[config.mk]
export PLATFORM = sky130hd
export DESIGN_NAME = fp32_mul_sequencer
export DESIGN_NICKNAME = d
export VERILOG_FILES = /design/src/rtl/fp32_pkg.sv /design/src/rtl/fp32_round_pack.sv /design/src/rtl/fp32_mul_sequencer.sv
export SDC_FILE = /design/constraint.sdc
export NUM_CORES = 1
export LEC_CHECK = 0
export ABC_AREA = 1
export CORE_MARGIN = 1.5
export CORE_UTILIZATION = 45
export DETAILED_ROUTE_END_ITERATION = 6
export DONT_BUFFER_PORTS = 1
export PLACE_DENSITY_LB_ADDON = 0.2
export SLEW_MARGIN = 30
export SYNTH_ARGS = -nofsm -noshare
export SYNTH_HDL_FRONTEND = slang
export SYNTH_HIERARCHICAL = 1
export SYNTH_SLANG_ARGS = --single-unit
export TNS_END_PERCENT = 30
[constraint.sdc]
create_clock -name i_clk -period 4.6 [get_ports i_clk]
set_input_delay 0.69 -clock i_clk [delete_from_list [all_inputs] [get_ports i_clk]]
set_output_delay 0.69 -clock i_clk [all_outputs]
set_load 0.05 [all_outputs]
[src/rtl/fp32_pkg.sv]
// -----------------------------------------------------------------------------
// fp32_pkg
// Shared definitions for the single-precision multiply sequencer:
//   - FSM state encodings (3-bit constants, also exported on the debug port)
//   - IEEE-754 constants (canonical quiet NaN, exponent bias, max exponent)
//   - bit positions inside the 5-bit flag vector
//   - operand classification helper
// -----------------------------------------------------------------------------
package fp32_pkg;

    localparam logic [2:0] ST_IDLE     = 3'd0;
    localparam logic [2:0] ST_CLASSIFY = 3'd1;
    localparam logic [2:0] ST_START    = 3'd2;
    localparam logic [2:0] ST_WAIT     = 3'd3;
    localparam logic [2:0] ST_NORM     = 3'd4;
    localparam logic [2:0] ST_ROUND    = 3'd5;
    localparam logic [2:0] ST_DONE     = 3'd6;

    localparam logic [31:0] QNAN     = 32'h7FC0_0000;
    localparam int          EXP_BIAS = 127;
    localparam int          EXP_MAX  = 255;

    // Flag vector layout: {timeout, invalid, overflow, underflow, inexact}
    localparam int FLG_TIMEOUT   = 4;
    localparam int FLG_INVALID   = 3;
    localparam int FLG_OVERFLOW  = 2;
    localparam int FLG_UNDERFLOW = 1;
    localparam int FLG_INEXACT   = 0;

    typedef struct packed {
        logic nan;
        logic inf;
        logic zero;
    } fp_class_t;

    // Exponent 0 counts as zero: subnormals are flushed, never multiplied.
    function automatic fp_class_t fp_classify(input logic [31:0] v);
        fp_class_t c;
        c.nan  = (v[30:23] == 8'hFF) && (v[22:0] != 23'd0);
        c.inf  = (v[30:23] == 8'hFF) && (v[22:0] == 23'd0);
        c.zero = (v[30:23] == 8'h00);
        return c;
    endfunction

endpackage

[src/rtl/fp32_round_pack.sv]
// -----------------------------------------------------------------------------
// fp32_round_pack
// Combinational normalize / round-to-nearest-even / pack of a 48-bit mantissa
// product into an IEEE-754 single.
// Ports:
//   i_prod   [47:0]  raw product of the two 24-bit mantissas (hidden bits set)
//   i_exp    [9:0]   signed biased exponent before normalization (eA+eB-127)
//   i_sign           result sign
//   o_result [31:0]  packed result (signed inf on overflow, signed zero on
//                    underflow)
//   o_flags  [4:0]   {timeout, invalid, overflow, underflow, inexact}; only
//                    overflow/underflow/inexact can be set here
// -----------------------------------------------------------------------------
module fp32_round_pack
    import fp32_pkg::*;
(
    input  logic        [47:0] i_prod,
    input  logic signed [9:0]  i_exp,
    input  logic               i_sign,
    output logic        [31:0] o_result,
    output logic        [4:0]  o_flags
);

    logic               w_hi;
    logic        [22:0] w_mant;
    logic               w_guard;
    logic               w_sticky;
    logic               w_inc;
    logic        [23:0] w_mant_r;
    logic signed [9:0]  w_exp_n;
    logic signed [9:0]  w_exp_r;

    always_comb begin
        // Product of two [1,2) mantissas lies in [1,4): bit 47 tells which.
        w_hi = i_prod[47];
        if (w_hi) begin
            w_mant   = i_prod[46:24];
            w_guard  = i_prod[23];
            w_sticky = |i_prod[22:0];
        end else begin
            w_mant   = i_prod[45:23];
            w_guard  = i_prod[22];
            w_sticky = |i_prod[21:0];
        end
        w_exp_n = i_exp + $signed({9'd0, w_hi});

        // Ties go to the even mantissa.
        w_inc    = w_guard & (w_sticky | w_mant[0]);
        w_mant_r = {1'b0, w_mant} + {23'd0, w_inc};
        // A carry out of the rounded mantissa leaves its low 23 bits zero,
        // so only the exponent needs bumping.
        w_exp_r  = w_exp_n + $signed({9'd0, w_mant_r[23]});

        o_flags = '0;
        if (w_exp_r >= $signed(10'(EXP_MAX))) begin
            o_result               = {i_sign, 8'hFF, 23'd0};
            o_flags[FLG_OVERFLOW]  = 1'b1;
            o_flags[FLG_INEXACT]   = 1'b1;
        end else if (w_exp_r <= 10'sd0) begin
            o_result               = {i_sign, 31'd0};
            o_flags[FLG_UNDERFLOW] = 1'b1;
            o_flags[FLG_INEXACT]   = 1'b1;
        end else begin
            o_result               = {i_sign, w_exp_r[7:0], w_mant_r[22:0]};
            o_flags[FLG_INEXACT]   = w_guard | w_sticky;
        end
    end

endmodule

[src/rtl/fp32_mul_sequencer.sv]
// -----------------------------------------------------------------------------
// fp32_mul_sequencer
// Controller for IEEE-754 single-precision multiply around an external 24x24
// shift-add mantissa multiplier. Special operands are resolved locally; normal
// operands go through the multiplier, then normalize/round/pack.
//
// Handshakes: a transfer happens on a rising edge where valid and ready are
// both 1. Once valid is raised, the payload holds steady until that edge.
// in_ready is 1 only in IDLE; out_valid is 1 only in DONE.
//
// Ports:
//   i_clk, i_reset          clock (rising edge), synchronous active-low reset
//   i_in_valid/o_in_ready   operand handshake; i_in_a, i_in_b operands
//   o_out_valid/i_out_ready result handshake; o_out_result, o_out_flags
//                           flags = {timeout, invalid, overflow, underflow,
//                           inexact}
//   o_mul_start             one-cycle start pulse to the mantissa multiplier
//   o_mul_x, o_mul_y        mantissas with hidden bit
//   i_mul_p, i_mul_done     multiplier product and its valid strobe
//   o_dbg_state             current FSM state (fp32_pkg ST_* encoding)
// -----------------------------------------------------------------------------
module fp32_mul_sequencer
    import fp32_pkg::*;
#(
    parameter int TIMEOUT = 64,
    parameter int CNT_W   = 7
) (
    input  logic        i_clk,
    input  logic        i_reset,
    input  logic        i_in_valid,
    output logic        o_in_ready,
    input  logic [31:0] i_in_a,
    input  logic [31:0] i_in_b,
    output logic        o_out_valid,
    input  logic        i_out_ready,
    output logic [31:0] o_out_result,
    output logic [4:0]  o_out_flags,
    output logic        o_mul_start,
    output logic [23:0] o_mul_x,
    output logic [23:0] o_mul_y,
    input  logic [47:0] i_mul_p,
    input  logic        i_mul_done,
    output logic [2:0]  o_dbg_state
);

    logic        [2:0]       r_state;
    logic        [31:0]      r_a;
    logic        [31:0]      r_b;
    logic        [23:0]      r_mul_x;
    logic        [23:0]      r_mul_y;
    logic        [CNT_W-1:0] r_cnt;
    logic        [47:0]      r_prod;
    logic signed [9:0]       r_exp;
    logic        [31:0]      r_result;
    logic        [4:0]       r_flags;

    fp_class_t   w_cls_a;
    fp_class_t   w_cls_b;
    logic        w_sign;
    logic [31:0] w_rp_result;
    logic [4:0]  w_rp_flags;

    assign w_cls_a = fp_classify(r_a);
    assign w_cls_b = fp_classify(r_b);
    assign w_sign  = r_a[31] ^ r_b[31];

    fp32_round_pack u_round_pack (
        .i_prod   (r_prod),
        .i_exp    (r_exp),
        .i_sign   (w_sign),
        .o_result (w_rp_result),
        .o_flags  (w_rp_flags)
    );

    always_ff @(posedge i_clk) begin
        if (!i_reset) begin
            r_state  <= ST_IDLE;
            r_a      <= '0;
            r_b      <= '0;
            r_mul_x  <= '0;
            r_mul_y  <= '0;
            r_cnt    <= '0;
            r_prod   <= '0;
            r_exp    <= '0;
            r_result <= '0;
            r_flags  <= '0;
        end else begin
            case (r_state)
                ST_IDLE: begin
                    if (i_in_valid) begin
                        r_a     <= i_in_a;
                        r_b     <= i_in_b;
                        r_state <= ST_CLASSIFY;
                    end
                end
                ST_CLASSIFY: begin
                    r_flags <= '0;
                    if (w_cls_a.nan || w_cls_b.nan ||
                        (w_cls_a.inf && w_cls_b.zero) ||
                        (w_cls_b.inf && w_cls_a.zero)) begin
                        r_result             <= QNAN;
                        r_flags[FLG_INVALID] <= 1'b1;
                        r_state              <= ST_DONE;
                    end else if (w_cls_a.inf || w_cls_b.inf) begin
                        r_result <= {w_sign, 8'hFF, 23'd0};
                        r_state  <= ST_DONE;
                    end else if (w_cls_a.zero || w_cls_b.zero) begin
                        r_result <= {w_sign, 31'd0};
                        r_state  <= ST_DONE;
                    end else begin
                        r_mul_x <= {1'b1, r_a[22:0]};
                        r_mul_y <= {1'b1, r_b[22:0]};
                        r_state <= ST_START;
                    end
                end
                ST_START: begin
                    r_cnt   <= '0;
                    r_state <= ST_WAIT;
                end
                ST_WAIT: begin
                    // A done strobe in the last counted cycle still wins.
                    if (i_mul_done) begin
                        r_prod  <= i_mul_p;
                        r_state <= ST_NORM;
                    end else if (r_cnt == CNT_W'(TIMEOUT - 1)) begin
                        r_result             <= QNAN;
                        r_flags              <= '0;
                        r_flags[FLG_TIMEOUT] <= 1'b1;
                        r_state              <= ST_DONE;
                    end else begin
                        r_cnt <= r_cnt + 1'b1;
                    end
                end
                ST_NORM: begin
                    // 10-bit signed so both underflow (<=0) and overflow are visible.
                    r_exp   <= {2'b00, r_a[30:23]} + {2'b00, r_b[30:23]} - 10'(EXP_BIAS);
                    r_state <= ST_ROUND;
                end
                ST_ROUND: begin
                    r_result <= w_rp_result;
                    r_flags  <= w_rp_flags;
                    r_state  <= ST_DONE;
                end
                ST_DONE: begin
                    if (i_out_ready) begin
                        r_state <= ST_IDLE;
                    end
                end
                default: r_state <= ST_IDLE;
            endcase
        end
    end

    assign o_in_ready   = (r_state == ST_IDLE);
    assign o_out_valid  = (r_state == ST_DONE);
    assign o_mul_start  = (r_state == ST_START);
    assign o_mul_x      = r_mul_x;
    assign o_mul_y      = r_mul_y;
    assign o_out_result = r_result;
    assign o_out_flags  = r_flags;
    assign o_dbg_state  = r_state;

endmodule

==> qor.yml, run 1 <==
floorplanning:
  die_x_um: 156.7
  floorplan.initialDensity_pct: 45.54
  floorplan.die_area_um2: 24540
  floorplan.io_pins: 208
  placement_rows: 56
  vert_die_dim_um: 156.7
  core_um2: 23330
synthesis:
  synth.avg_cell_area_um2: 6.913
  synthesis.yosys.warnings: 6
  yosys.area_share.simple_pct: 33.55
  synth_async_sr_flop_share_pct: 0
  ys_seq_area_share_pct: 40.70
  synthMuxAreaShare_pct: 0
  synthDominantAreaCellType: "sky130_fd_sc_hd__dfxtp_1"
  post-synth-top-area-fraction_pct: 40.70
  synthesis.area_um2: 10630
  synthDistinctLibCells: 43
  post_synthesis_share_of_cell_area_spent_on_full_adders_half_adders_and_majority_gates_pct: 2.614
  top_flip_flop_cell_by_instance_count_after_synthesis: "sky130_fd_sc_hd__dfxtp_1"
  flip_flop_and_latch_count_after_synthesis: 216
  synth_top_family_by_area: "simple AND/OR/NAND/NOR gates"
  netlist_top_cells_area: "sky130_fd_sc_hd__dfxtp_1, sky130_fd_sc_hd__nand2_1, sky130_fd_sc_hd__nor2_1, sky130_fd_sc_hd__nand3_1, sky130_fd_sc_hd__a21oi_1"
  synthCells: 1537
  post_synth_xor_area_fraction_pct: 1.401
  synth-compound-area-share_pct: 13.39
  synth-edff-count: 0
timing:
  timing.slew.headroom_pct: 35.82
  setup_viol: 0
  fmax_mhz: 242.0
  report.final.slew_viol_count: 0
  final_period_minus_worst_setup_slack_ns: 4.133
  tightest_slew_ns: 0.9614
  worst_clock_skew_ns: 0.01356
  hold_ws_ns: 0.3145
  hold_violations: 0
  finalCritPeriodShare_pct: 89.84
worst_setup_path:
  critical_path.endpoint_type: "flip-flop"
  critical_path.startpoint: "r_prod[47]$_SDFFE_PN0P_"
  timing_worst_setup_path_type: "reg -> reg"
  worstSetupStartpointType: "flip-flop"
  timing.rr.start: "r_prod[47]$_SDFFE_PN0P_"
  critPathMaxFanout: 35
  required_arrival_time_at_the_worst_endpoint_ns: 4.99
  worst_ep_arrival_time_ns: 4.53
pwr:
  internal_power_uw: 3985
  share_comb_of_total_power_pct: 34.2
  static_leakage_power_uw: 0.004390
  pwr_density_cell_nw_per_um2: 619.8
  share_seq_of_total_power_pct: 39.0
  swShare_pct: 43.80
  vdd_drop_max_mv: 0.5082
  pwr-share-clk_pct: 26.8
  total_switching_power_uw: 3106
hold_path:
  holdCritPathClass: "in -> reg"
  hold_path_startpoint: "i_reset"
finish:
  drive_gt1_share_pct: 9.793
  layout.filler_cells: 2419
  final_nets: 1624
  mostFrequentLayoutCell: "sky130_fd_sc_hd__nand2_1"
  final_instance_area_um2: 11440
  multiInputGateArea_um2: 5440
  syn2layout_area_growth_pct: 7.678
  flip_flop_and_latch_area_um2: 4325
  most-common-layout-cells: "sky130_fd_sc_hd__nand2_1, sky130_fd_sc_hd__nor2_1, sky130_fd_sc_hd__dfxtp_1"
clock_tree:
  numCtsBuffers: 25
  clock_sink_count: 216
  clk_latency_ns: 0.51
  htreeDepth: 1
  postCtsHoldBufs: 0
  clkTransAtPathRegs_ns: 0.06
  ctsLongestPathBuffers: 3
  cts_tree: "built"
  cts_setup_buffers: 0
  clock_tree.root_cell: "sky130_fd_sc_hd__clkbuf_16"
route:
  first_iter_violations: 602
  dr.pass1.iters: 5
  drc_errors: 0
  ant_nets: 0
  via_per_inst: 5.093
  avgRoutedWirePerCell_um: 14.92
  route.vias.total: 9279
  final_wirelength_um: 27190
global_routing:
  grt_antenna_before_repair: 4
  grt_pass1_vias: 8285
  grt_use_total_pct: 21.46
  first_pass_grt_wire_length_um: 42760
  grt_overflow_total: 0
  grt_max_degree: 79
run_status:
  result_of_the_run: "complete, no violations"
place:
  detailed_place_hpwl_um: 19080
  gp_routability_congestion: 0.9077
  placed_area_um2: 10630
  numPortBuffers: 0
job:
  maxCapViolations: 0
-- synthesized netlist by cell type (19+ instances only) --
master	instances
sky130_fd_sc_hd__nand2_1	363
sky130_fd_sc_hd__nand3_1	142
sky130_fd_sc_hd__clkbuf_1	45
sky130_fd_sc_hd__buf_2	23
sky130_fd_sc_hd__o21ai_0	94
sky130_fd_sc_hd__nor2_2	24
sky130_fd_sc_hd__nand2_2	27
sky130_fd_sc_hd__a21oi_2	20
sky130_fd_sc_hd__a21oi_1	130
sky130_fd_sc_hd__nor2_1	236
sky130_fd_sc_hd__inv_1	95
sky130_fd_sc_hd__dfxtp_1	216
sky130_fd_sc_hd__ha_1	19
-- stage by stage --
stage           TNS [ns]  power [uW]  util, %  cells  setup slack, ns
4_1_cts                0        7133    48.96   1820           0.2521
5_1_grt        -0.006018        7578    49.03   1822        -0.006018
3_5_place_dp           0        5216    45.55   1778           0.2699
2_1_floorplan          0        4876        -   1538           0.9800
3_3_place_gp           0        5192    45.55   1778           0.3845
6_report               0        7091    49.03   1822           0.4673
-- worst max-delay path: stages, from the launching register on --
cell	delay, ns
sky130_fd_sc_hd__dfxtp_2	0.48
sky130_fd_sc_hd__buf_12	0.21
sky130_fd_sc_hd__nand2_1	0.06
sky130_fd_sc_hd__nand2_1	0.15
sky130_fd_sc_hd__nand2_1	0.09
sky130_fd_sc_hd__nor2_1	0.27
sky130_fd_sc_hd__inv_1	0.07
sky130_fd_sc_hd__nor2_1	0.17
sky130_fd_sc_hd__nand2_1	0.09
sky130_fd_sc_hd__nor2_1	0.09
sky130_fd_sc_hd__nand3_1	0.10
sky130_fd_sc_hd__fa_1	0.47
sky130_fd_sc_hd__inv_1	0.13
sky130_fd_sc_hd__ha_1	0.26
sky130_fd_sc_hd__or2_2	0.30
sky130_fd_sc_hd__nor2_1	0.09
sky130_fd_sc_hd__nand3_1	0.09
sky130_fd_sc_hd__nor2_1	0.19
sky130_fd_sc_hd__a21oi_4	0.14
sky130_fd_sc_hd__nand2_8	0.21
sky130_fd_sc_hd__nor2_2	0.05
sky130_fd_sc_hd__nand2_1	0.06
sky130_fd_sc_hd__nand3_1	0.07
sky130_fd_sc_hd__nor2_1	0.11
sky130_fd_sc_hd__nor2_1	0.06
-- cell families (layout without fill, tap and decap cells) --
family | after synthesis | count (layout)
AND/OR/NAND/NOR | 831 | 831
buffers and inverters | 191 | 154
flip-flops | 216 | 216
adder cells (fa/ha/maj) | 21 | 21
AO/OA/AOI/OAI | 260 | 260
XOR/XNOR | 17 | 17
other | 1 | 4
-- power groups by stage --
stage | clock, uW | sequential, uW | combinational, uW
global route | 2030 | 2810 | 2740
CTS | 1950 | 2770 | 2420
finish | 1900 | 2770 | 2430
global placement | 0 | 2800 | 2390
detailed placement | 0 | 2810 | 2410
floorplan | 0 | 2710 | 2160
-- registers in the layout, indices dropped and copies added, names as in the netlist --
signal	cells
o_mul_x	24
r_a	32
o_mul_y	23
r_cnt	7
o_out_flags	5
r_prod	48
r_exp	10
o_out_result	32
o_dbg_state	3
r_b	32
-- final timing paths --
check                                                endpoint  slack, ns  depth (start not counted)
worst max-delay path            o_out_result[22]$_SDFFE_PN0P_       0.47                         24
worst min-delay path                   r_prod[8]$_SDFFE_PN0P_       0.31                          2
worst max register to register  o_out_result[22]$_SDFFE_PN0P_       0.47                         24
worst min register to register          r_cnt[6]$_SDFFE_PN0P_       0.44                          2
-- final cells by class --
class	count	share of cell area [%]
clock inverters	10	0.8093
well taps	319	3.489
repair buffers	10	0.7655
inverters	102	3.401
diodes	2	0.04374
flip-flops and latches	216	37.81
clock buffers	32	6.135
multi-input cells	1131	47.55
-- repair_timing --
item,CTS,global route
gates resized for setup,0,4
endpoints found under the setup margin,0,30
hold endpoints to repair,0,0
-- routing by layer --
layer  vias to the layer above  GRT usage, %  part of all wire [%]
met5                         -             0                 0.077
met4                         4         5.125                   1.7
met3                        38         5.179                   6.6
met2                       235         32.49                    43
met1                      4152         30.56                    49
li1                       4850             -                     -
Note: power is estimated with default switching activity, not from simulation.
==> run 2: changes to the inputs <==
- SYNTH_HIERARCHICAL: 1 -> default
- TNS_END_PERCENT: 30 -> 100
==> qor.yml, run 2 <==
synthesis:
  ys_seq_area_share_pct: 42.56  # +1.9 points
  synth-edff-count: 0  # unchanged
  synthDistinctLibCells: 40  # -7.0%
  mappedNetlistNets: 1588
  netlist_top_cells_area: "sky130_fd_sc_hd__dfxtp_1, sky130_fd_sc_hd__nand2_1, sky130_fd_sc_hd__nor2_1, sky130_fd_sc_hd__a21oi_1, sky130_fd_sc_hd__o21ai_0"
  synthesis.yosys.warnings: 0  # -6
  flip_flop_and_latch_count_after_synthesis: 216  # unchanged
  ys_top_cells_by_count: "sky130_fd_sc_hd__nand2_1, sky130_fd_sc_hd__dfxtp_1, sky130_fd_sc_hd__nor2_1, sky130_fd_sc_hd__a21oi_1, sky130_fd_sc_hd__inv_1"
  post-synth-top-area-fraction_pct: 42.56  # +1.9 points
  synth.avg_cell_area_um2: 7.002  # +1.3%
  synth_async_sr_flop_share_pct: 0  # unchanged
  top_flip_flop_cell_by_instance_count_after_synthesis: "sky130_fd_sc_hd__dfxtp_1"
  synthDominantAreaCellType: "sky130_fd_sc_hd__dfxtp_1"
  yosys.cell_count.top_type: "sky130_fd_sc_hd__nand2_1"
  synthesis.area_um2: 10160  # -4.4%
  synthCells: 1451  # -5.6%
place:
  detailed_place_hpwl_um: 17980  # -5.8%
  gp_routability_congestion: 0.9022  # -0.61%
  numPortBuffers: 0  # unchanged
  placed_area_um2: 10220  # -3.9%
  post_place_setup_slack_ns: 0.4195  # +0.1496 ns
  post-place-cells: 1665  # -6.4%
finish:
  most-common-layout-cells: "sky130_fd_sc_hd__nand2_1, sky130_fd_sc_hd__dfxtp_1, sky130_fd_sc_hd__nor2_1"
  mostFrequentLayoutCell: "sky130_fd_sc_hd__nand2_1"
  drive_gt1_share_pct: 6.657  # -3.1 points
  syn2layout_area_growth_pct: 8.880
  multiInputGateArea_um2: 4901  # -9.9%
  flip_flop_and_latch_area_um2: 4325  # unchanged
  post_layout_nonfiller_instances: 1708  # -6.3%
  final_core_utilization_pct: 50.38  # +1.3 points
  flip_flop_count_of_the_largest_register_after_layout: 48  # unchanged
  layout.filler_cells: 2227  # -7.9%
  registers.top_by_ff_count: "r_prod"
  final_instance_area_um2: 11060  # -3.3%
  final_nets: 1548  # -4.7%
timing:
  report.final.slew_viol_count: 0  # unchanged
  setup_viol: 0  # unchanged
  hold_violations: 0  # unchanged
  final_setup_tns_ns: 0  # unchanged
  unrepaired_setup_endpoints_after_global_routing: "no"
  finalWorstSetupSlack_ns: 0.3699  # -0.09737 ns
  tightest_slew_ns: 0.9536  # -0.007804 ns
  finalCritPeriodShare_pct: 91.96  # +2.1 points
  fmax_mhz: 236.4  # -2.3%
  final_period_minus_worst_setup_slack_ns: 4.230  # +0.09737 ns
  worst_clock_skew_ns: 0.01738  # +0.003817 ns
  timing.slew.headroom_pct: 36.08  # +0.26 points
clock_tree:
  numCtsBuffers: 24  # -4.0%
  clock_tree.root_cell: "sky130_fd_sc_hd__clkbuf_16"
  clk_latency_ns: 0.52  # about the same
  cts-resized-gates: 0  # unchanged
  cts_setup_buffers: 0  # unchanged
  clock_sink_count: 216  # unchanged
  htreeDepth: 1  # unchanged
  ctsLongestPathBuffers: 3  # unchanged
  cts_tree: "built"
  clkTransAtPathRegs_ns: 0.06  # about the same
  postCtsHoldBufs: 0  # unchanged
floorplanning:
  placement_rows: 54  # -3.6%
  floorplan.initialDensity_pct: 46.27  # +0.73 points
  vert_die_dim_um: 153.3  # -2.2%
  floorplan.die_area_um2: 23490  # -4.3%
  floorplan.io_pins: 208  # unchanged
  core_um2: 21960  # -5.9%
  die_x_um: 153.3  # -2.2%
route:
  route.vias.total: 8761  # -5.6%
  drc_errors: 8  # +8
  first_iter_violations: 471  # -22%
  via_per_inst: 5.129  # +0.72%
  avgRoutedWirePerCell_um: 14.90  # -0.15%
  final_wirelength_um: 25450  # -6.4%
  dr.pass1.iters: 7  # +2
  ant_nets: 0  # unchanged
global_routing:
  grt_pass1_vias: 8383  # +1.2%
  grt_max_degree: 133  # +68%
  grt_overflow_total: 0  # unchanged
  first_pass_grt_wire_length_um: 41770  # -2.3%
  grt_use_total_pct: 21.45  # about the same
  grt_antenna_before_repair: 2  # -2
pwr:
  vdd_drop_max_mv: 0.3741  # -26%
  static_leakage_power_uw: 0.004692  # +6.9%
  pwr_density_cell_nw_per_um2: 669.2  # +8.0%
worst_setup_path:
  critical_path.endpoint_type: "flip-flop"
  timing_worst_setup_path_type: "reg -> reg"
  timing.rr.start: "r_prod[47]$_SDFFE_PN0P_"
  worst_ep_arrival_time_ns: 4.64  # +0.11 ns
  critical_path.startpoint: "r_prod[47]$_SDFFE_PN0P_"
  critPathMaxFanout: 36  # +2.9%
  worstSetupStartpointType: "flip-flop"
  required_arrival_time_at_the_worst_endpoint_ns: 5.01  # +0.02 ns
run_status:
  result_of_the_run: "finished with violations"
  failing_checks: "design-rule violations"
hold_path:
  hold_path_startpoint: "i_reset"
  holdCritPathClass: "in -> reg"
job:
  maxCapViolations: 0  # unchanged
## run 2: changes by cell type after synthesis, moves of 23 or more
cell / before / now
sky130_fd_sc_hd__nand2_2: 27 / 4
sky130_fd_sc_hd__a21oi_1: 130 / 158
sky130_fd_sc_hd__inv_1: 95 / 138
sky130_fd_sc_hd__nor2_1: 236 / 212
sky130_fd_sc_hd__nand2_1: 363 / 276
sky130_fd_sc_hd__nand3_1: 142 / 95
sky130_fd_sc_hd__o21ai_0: 94 / 134
## run 2: final cells by class
type                            instances  area share, %
Clock inverter                          5          1.007
Clock buffer                           37          6.594
Inverter                              153          5.192
Tap cell                              280          3.167
Multi-Input combinational cell       1007          44.30
Antenna cell                            1        0.02262
Timing Repair Buffer                    9         0.6108
Sequential cell                       216          39.10
## run 2: power by group
part	internal (uW)	leakage, uW	switching (uW)
combinational	617	0.00252	1390
sequential	2300	0.00176	1090
clock	1250	0.000412	753
## run 2: layer usage
| metal | GRT usage [%] | wire length, um |
|---|---|---|
| met1 | 25.78 | 11070 |
| met2 | 37.47 | 12030 |
| met3 | 6.039 | 1830 |
| met4 | 5.742 | 514 |
| met5 | 0 | 0 |
## run 2: worst paths after layout
kind | end | slack (ns) | depth (start not counted)
setup reg to reg | o_out_result[7]$_SDFFE_PN0P_ | 0.37 | 22
hold / removal | r_prod[7]$_SDFFE_PN0P_ | 0.32 | 2
hold reg to reg | r_prod[9]$_SDFFE_PN0P_ | 0.45 | 2
setup / recovery | o_out_result[7]$_SDFFE_PN0P_ | 0.37 | 22
## run 2: per-stage QoR
stage	hold WS [ns]	total power (uW)
2_1_floorplan	0.4290	4974
3_3_place_gp	0.4404	5432
3_5_place_dp	0.4427	5459
4_1_cts	0.2895	7498
5_1_grt	0.3054	7902
6_report	0.3177	7403
## run 2: kinds of logic (layout without fill, tap and decap cells)
group	after synthesis	in the layout	share of synthesized area, %
buf+inv	228	204	9.273
xor+xnor	23	23	1.983
simple gates	643	643	27.16
other cells	0	1	0
compound gates	321	321	16.42
fa+ha+maj	20	20	2.611
flops	216	216	42.56
## run 2: critical path, stage by stage, from the launching register on
cell	delay (ns)
sky130_fd_sc_hd__dfxtp_2	0.72
sky130_fd_sc_hd__buf_4	0.32
sky130_fd_sc_hd__o21ai_2	0.10
sky130_fd_sc_hd__nor2_4	0.17
sky130_fd_sc_hd__inv_2	0.06
sky130_fd_sc_hd__nor2_4	0.17
sky130_fd_sc_hd__nand3_1	0.12
sky130_fd_sc_hd__nor3_1	0.20
sky130_fd_sc_hd__nand3_1	0.13
sky130_fd_sc_hd__nor4_2	0.18
sky130_fd_sc_hd__fa_1	0.31
sky130_fd_sc_hd__ha_1	0.29
sky130_fd_sc_hd__or2_2	0.30
sky130_fd_sc_hd__nor2_1	0.10
sky130_fd_sc_hd__nand3_1	0.08
sky130_fd_sc_hd__nor2_1	0.14
sky130_fd_sc_hd__nand3_2	0.17
sky130_fd_sc_hd__nand2_4	0.16
sky130_fd_sc_hd__inv_2	0.07
sky130_fd_sc_hd__nand3_1	0.11
sky130_fd_sc_hd__nor2_1	0.05
sky130_fd_sc_hd__nor2_1	0.10
sky130_fd_sc_hd__nor2_1	0.06
==> run 3: changes to the inputs <==
- CELL_PAD_IN_SITES_DETAIL_PLACEMENT: default -> 1
- CELL_PAD_IN_SITES_GLOBAL_PLACEMENT: default -> 1
==> qor.yml, run 3 (synthesized netlist as in run 2, its figures left out) <==
global_routing:
  grt_use_total_pct: 24.25  # +2.8 points
  grt_overflow_total: 0  # unchanged
  first_pass_grt_wire_length_um: 47060  # +13%
  grt_antenna_before_repair: 1  # -1
  grt_max_degree: 133  # unchanged
  grt_pass1_vias: 9307  # +11%
floorplanning:
  floorplan.initialDensity_pct: 46.27  # unchanged
  placement_rows: 54  # unchanged
  core_um2: 21960  # unchanged
  floorplan.io_pins: 208  # unchanged
  floorplan.die_area_um2: 23490  # unchanged
  die_x_um: 153.3  # unchanged
  vert_die_dim_um: 153.3  # unchanged
worst_setup_path:
  critical_path.max_stage_delay_ns: 0.71  # about the same
  critical_path.endpoint_type: "flip-flop"
  critical_path_cell_list: "buf_4 -> o21ai_2 -> nor2_4 -> inv_2 -> nor2_4 -> nand3_1 -> nor3_1 -> nand3_1 -> nor4_2 -> fa_1 -> ha_1 -> or2_2 -> nor2_1 -> nand3_1 -> nor2_1 -> nand3_2 -> nand2_4 -> inv_2 -> nand3_1 -> nor2_1 -> nor2_1 -> nor2_1"
  required_arrival_time_at_the_worst_endpoint_ns: 5.02  # about the same
  cp_num_buf_inv: 3  # unchanged
  critPathMaxFanout: 34  # -5.6%
  slowest_stage: "sky130_fd_sc_hd__dfxtp_2"
  worstSetupStartpointType: "flip-flop"
  timing_worst_setup_path_type: "reg -> reg"
  worst_path_dominant_cell_family: "simple AND/OR/NAND/NOR gates"
  crit_path_frequent_cell: "sky130_fd_sc_hd__nor2_1"
  worst_ep_arrival_time_ns: 4.58  # -0.06 ns
route:
  via_per_inst: 5.344  # +4.2%
  ant_nets: 0  # unchanged
  final_wirelength_um: 28350  # +11%
  avgRoutedWirePerCell_um: 16.63  # +12%
  dr.pass1.iters: 7  # unchanged
  drc_errors: 8  # unchanged
  route.vias.total: 9111  # +4.0%
  first_iter_violations: 356  # -24%
pwr:
  vdd_drop_max_mv: 0.4309  # +15%
  total_switching_power_uw: 3351  # +3.7%
  swShare_pct: 45.27  # +1.6 points
  pwr_density_cell_nw_per_um2: 672.3  # +0.46%
  share_seq_of_total_power_pct: 46.0  # +0.2 points
  pwr-share-clk_pct: 26.0  # -1.1 points
  internal_power_uw: 4052  # -2.8%
  power.total_uw: 7404  # about the same
  static_leakage_power_uw: 0.004670  # -0.47%
  share_comb_of_total_power_pct: 28.0  # +1.0 points
place:
  detailed_place_hpwl_um: 20290  # +13%
  gp_routability_congestion: 0.8819  # -2.3%
  numPortBuffers: 0  # unchanged
  post-place-cells: 1664  # -0.060%
finish:
  diodes: 0  # -1
  drive_gt1_share_pct: 6.526  # -0.13 points
  final_core_utilization_pct: 50.15  # -0.22 points
  flip_flop_count_of_the_largest_register_after_layout: 48  # unchanged
  syn2layout_area_growth_pct: 8.399
  final_nets: 1548  # unchanged
  post_layout_nonfiller_instances: 1705  # -0.18%
  registers.top_by_ff_count: "r_prod"
  mostFrequentLayoutCell: "sky130_fd_sc_hd__nand2_1"
  layout.filler_cells: 2861  # +28%
  most-common-layout-cells: "sky130_fd_sc_hd__nand2_1, sky130_fd_sc_hd__dfxtp_1, sky130_fd_sc_hd__nor2_1"
timing:
  unrepaired_setup_endpoints_after_global_routing: "no"
  timing.slew.headroom_pct: 35.56  # -0.53 points
  hold_violations: 0  # unchanged
  finalCritPeriodShare_pct: 90.34  # -1.6 points
  report.final.slew_viol_count: 0  # unchanged
  setup_viol: 0  # unchanged
  worst_clock_skew_ns: 0.01141  # -0.005967 ns
  final_setup_tns_ns: 0  # unchanged
  fmax_mhz: 240.6  # +1.8%
  final_period_minus_worst_setup_slack_ns: 4.156  # -0.07435 ns
  tightest_slew_ns: 0.9653  # +0.01179 ns
clock_tree:
  ctsLongestPathBuffers: 3  # unchanged
  cts_setup_buffers: 0  # unchanged
  cts-resized-gates: 0  # unchanged
  numCtsBuffers: 25  # +4.2%
  clock_sink_count: 216  # unchanged
  clock_tree.root_cell: "sky130_fd_sc_hd__clkbuf_16"
  postCtsHoldBufs: 0  # unchanged
  htreeDepth: 1  # unchanged
  clk_latency_ns: 0.54  # +0.02 ns
  clkTransAtPathRegs_ns: 0.06  # about the same
  cts_tree: "built"
hold_path:
  holdCritPathClass: "in -> reg"
job:
  maxCapViolations: 0  # unchanged
run_status:
  result_of_the_run: "finished with violations"
  failing_checks: "design-rule violations"
## run 3: changes by cell type in the layout (fill, tap and decap cells not counted)
cell / delta
sky130_fd_sc_hd__inv_16: +1
sky130_fd_sc_hd__diode_2: -1
sky130_fd_sc_hd__buf_4: -2
sky130_fd_sc_hd__bufinv_16: -2
sky130_fd_sc_hd__clkbuf_8: -4
sky130_fd_sc_hd__clkinv_2: +4
sky130_fd_sc_hd__inv_8: +1
sky130_fd_sc_hd__clkinv_8: -1
sky130_fd_sc_hd__inv_2: -1
sky130_fd_sc_hd__buf_16: +1
sky130_fd_sc_hd__clkbuf_16: +1
## run 3: final cells by class
cell class                 instances  area, um2  share of cell area (%)
clock inverter                     7      81.33                  0.7385
sequential                       216       4325                   39.28
clock buffer                      34      699.4                   6.351
inverter                         153      575.6                   5.226
timing repair buffer               8      80.08                  0.7271
multi-input combinational       1007       4901                   44.50
tap                              280      350.3                   3.181
## run 3: path summary, 6_finish.rpt
path / from / slack [ns] / to / cells past startpoint
setup reg to reg: r_prod[47]$_SDFFE_PN0P_ / 0.44 / o_out_result[10]$_SDFFE_PN0P_ / 22
hold reg to reg: r_prod[2]$_SDFFE_PN0P_ / 0.45 / r_prod[2]$_SDFFE_PN0P_ / 2
setup / recovery: r_prod[47]$_SDFFE_PN0P_ / 0.44 / o_out_result[10]$_SDFFE_PN0P_ / 22
hold / removal: i_mul_p[22] / 0.30 / r_prod[22]$_SDFFE_PN0P_ / 2
## run 3: metrics by stage
stage	worst slack [ns]	area, um2	hold slack [ns]
finish	0.4443	11010	0.2986
global route	0.03843	11010	0.3039
CTS	0.4212	11010	0.2729
detailed placement	0.4248	10230	0.4452
global placement	0.6055	10200	0.4401
floorplan	1.197	10160	0.4290
## run 3: worst reg2reg max path: stages (launching register included)
cell                      delay, ns
sky130_fd_sc_hd__dfxtp_2       0.71
sky130_fd_sc_hd__buf_4         0.34
sky130_fd_sc_hd__o21ai_2       0.10
sky130_fd_sc_hd__nor2_4        0.16
sky130_fd_sc_hd__inv_2         0.06
sky130_fd_sc_hd__nor2_4        0.15
sky130_fd_sc_hd__nand3_1       0.11
sky130_fd_sc_hd__nor3_1        0.16
sky130_fd_sc_hd__nand3_1       0.11
sky130_fd_sc_hd__nor4_2        0.17
sky130_fd_sc_hd__fa_1          0.31
sky130_fd_sc_hd__ha_1          0.29
sky130_fd_sc_hd__or2_2         0.31
sky130_fd_sc_hd__nor2_1        0.11
sky130_fd_sc_hd__nand3_1       0.08
sky130_fd_sc_hd__nor2_1        0.13
sky130_fd_sc_hd__nand3_2       0.17
sky130_fd_sc_hd__nand2_4       0.16
sky130_fd_sc_hd__inv_2         0.08
sky130_fd_sc_hd__nand3_1       0.12
sky130_fd_sc_hd__nor2_1        0.06
sky130_fd_sc_hd__nor2_1        0.08
sky130_fd_sc_hd__nor2_1        0.07
## run 3: power groups by stage
stage	combinational (uW)	sequential (uW)	clock, uW
6_report	2080	3400	1920
5_1_grt	2390	3460	2030
4_1_cts	2120	3410	1970
3_5_place_dp	2090	3440	0
3_3_place_gp	2010	3430	0
2_1_floorplan	1660	3320	0
## run 3: per-layer routing
| layer | track usage [%] | wire length, um | vias to the layer above |
|---|---|---|---|
| li1 | - | - | 4611 |
| met1 | 27.66 | 11820 | 4291 |
| met2 | 44.87 | 14300 | 167 |
| met3 | 6.039 | 1625 | 40 |
| met4 | 6.256 | 599 | 2 |
| met5 | 0 | 11 | - |
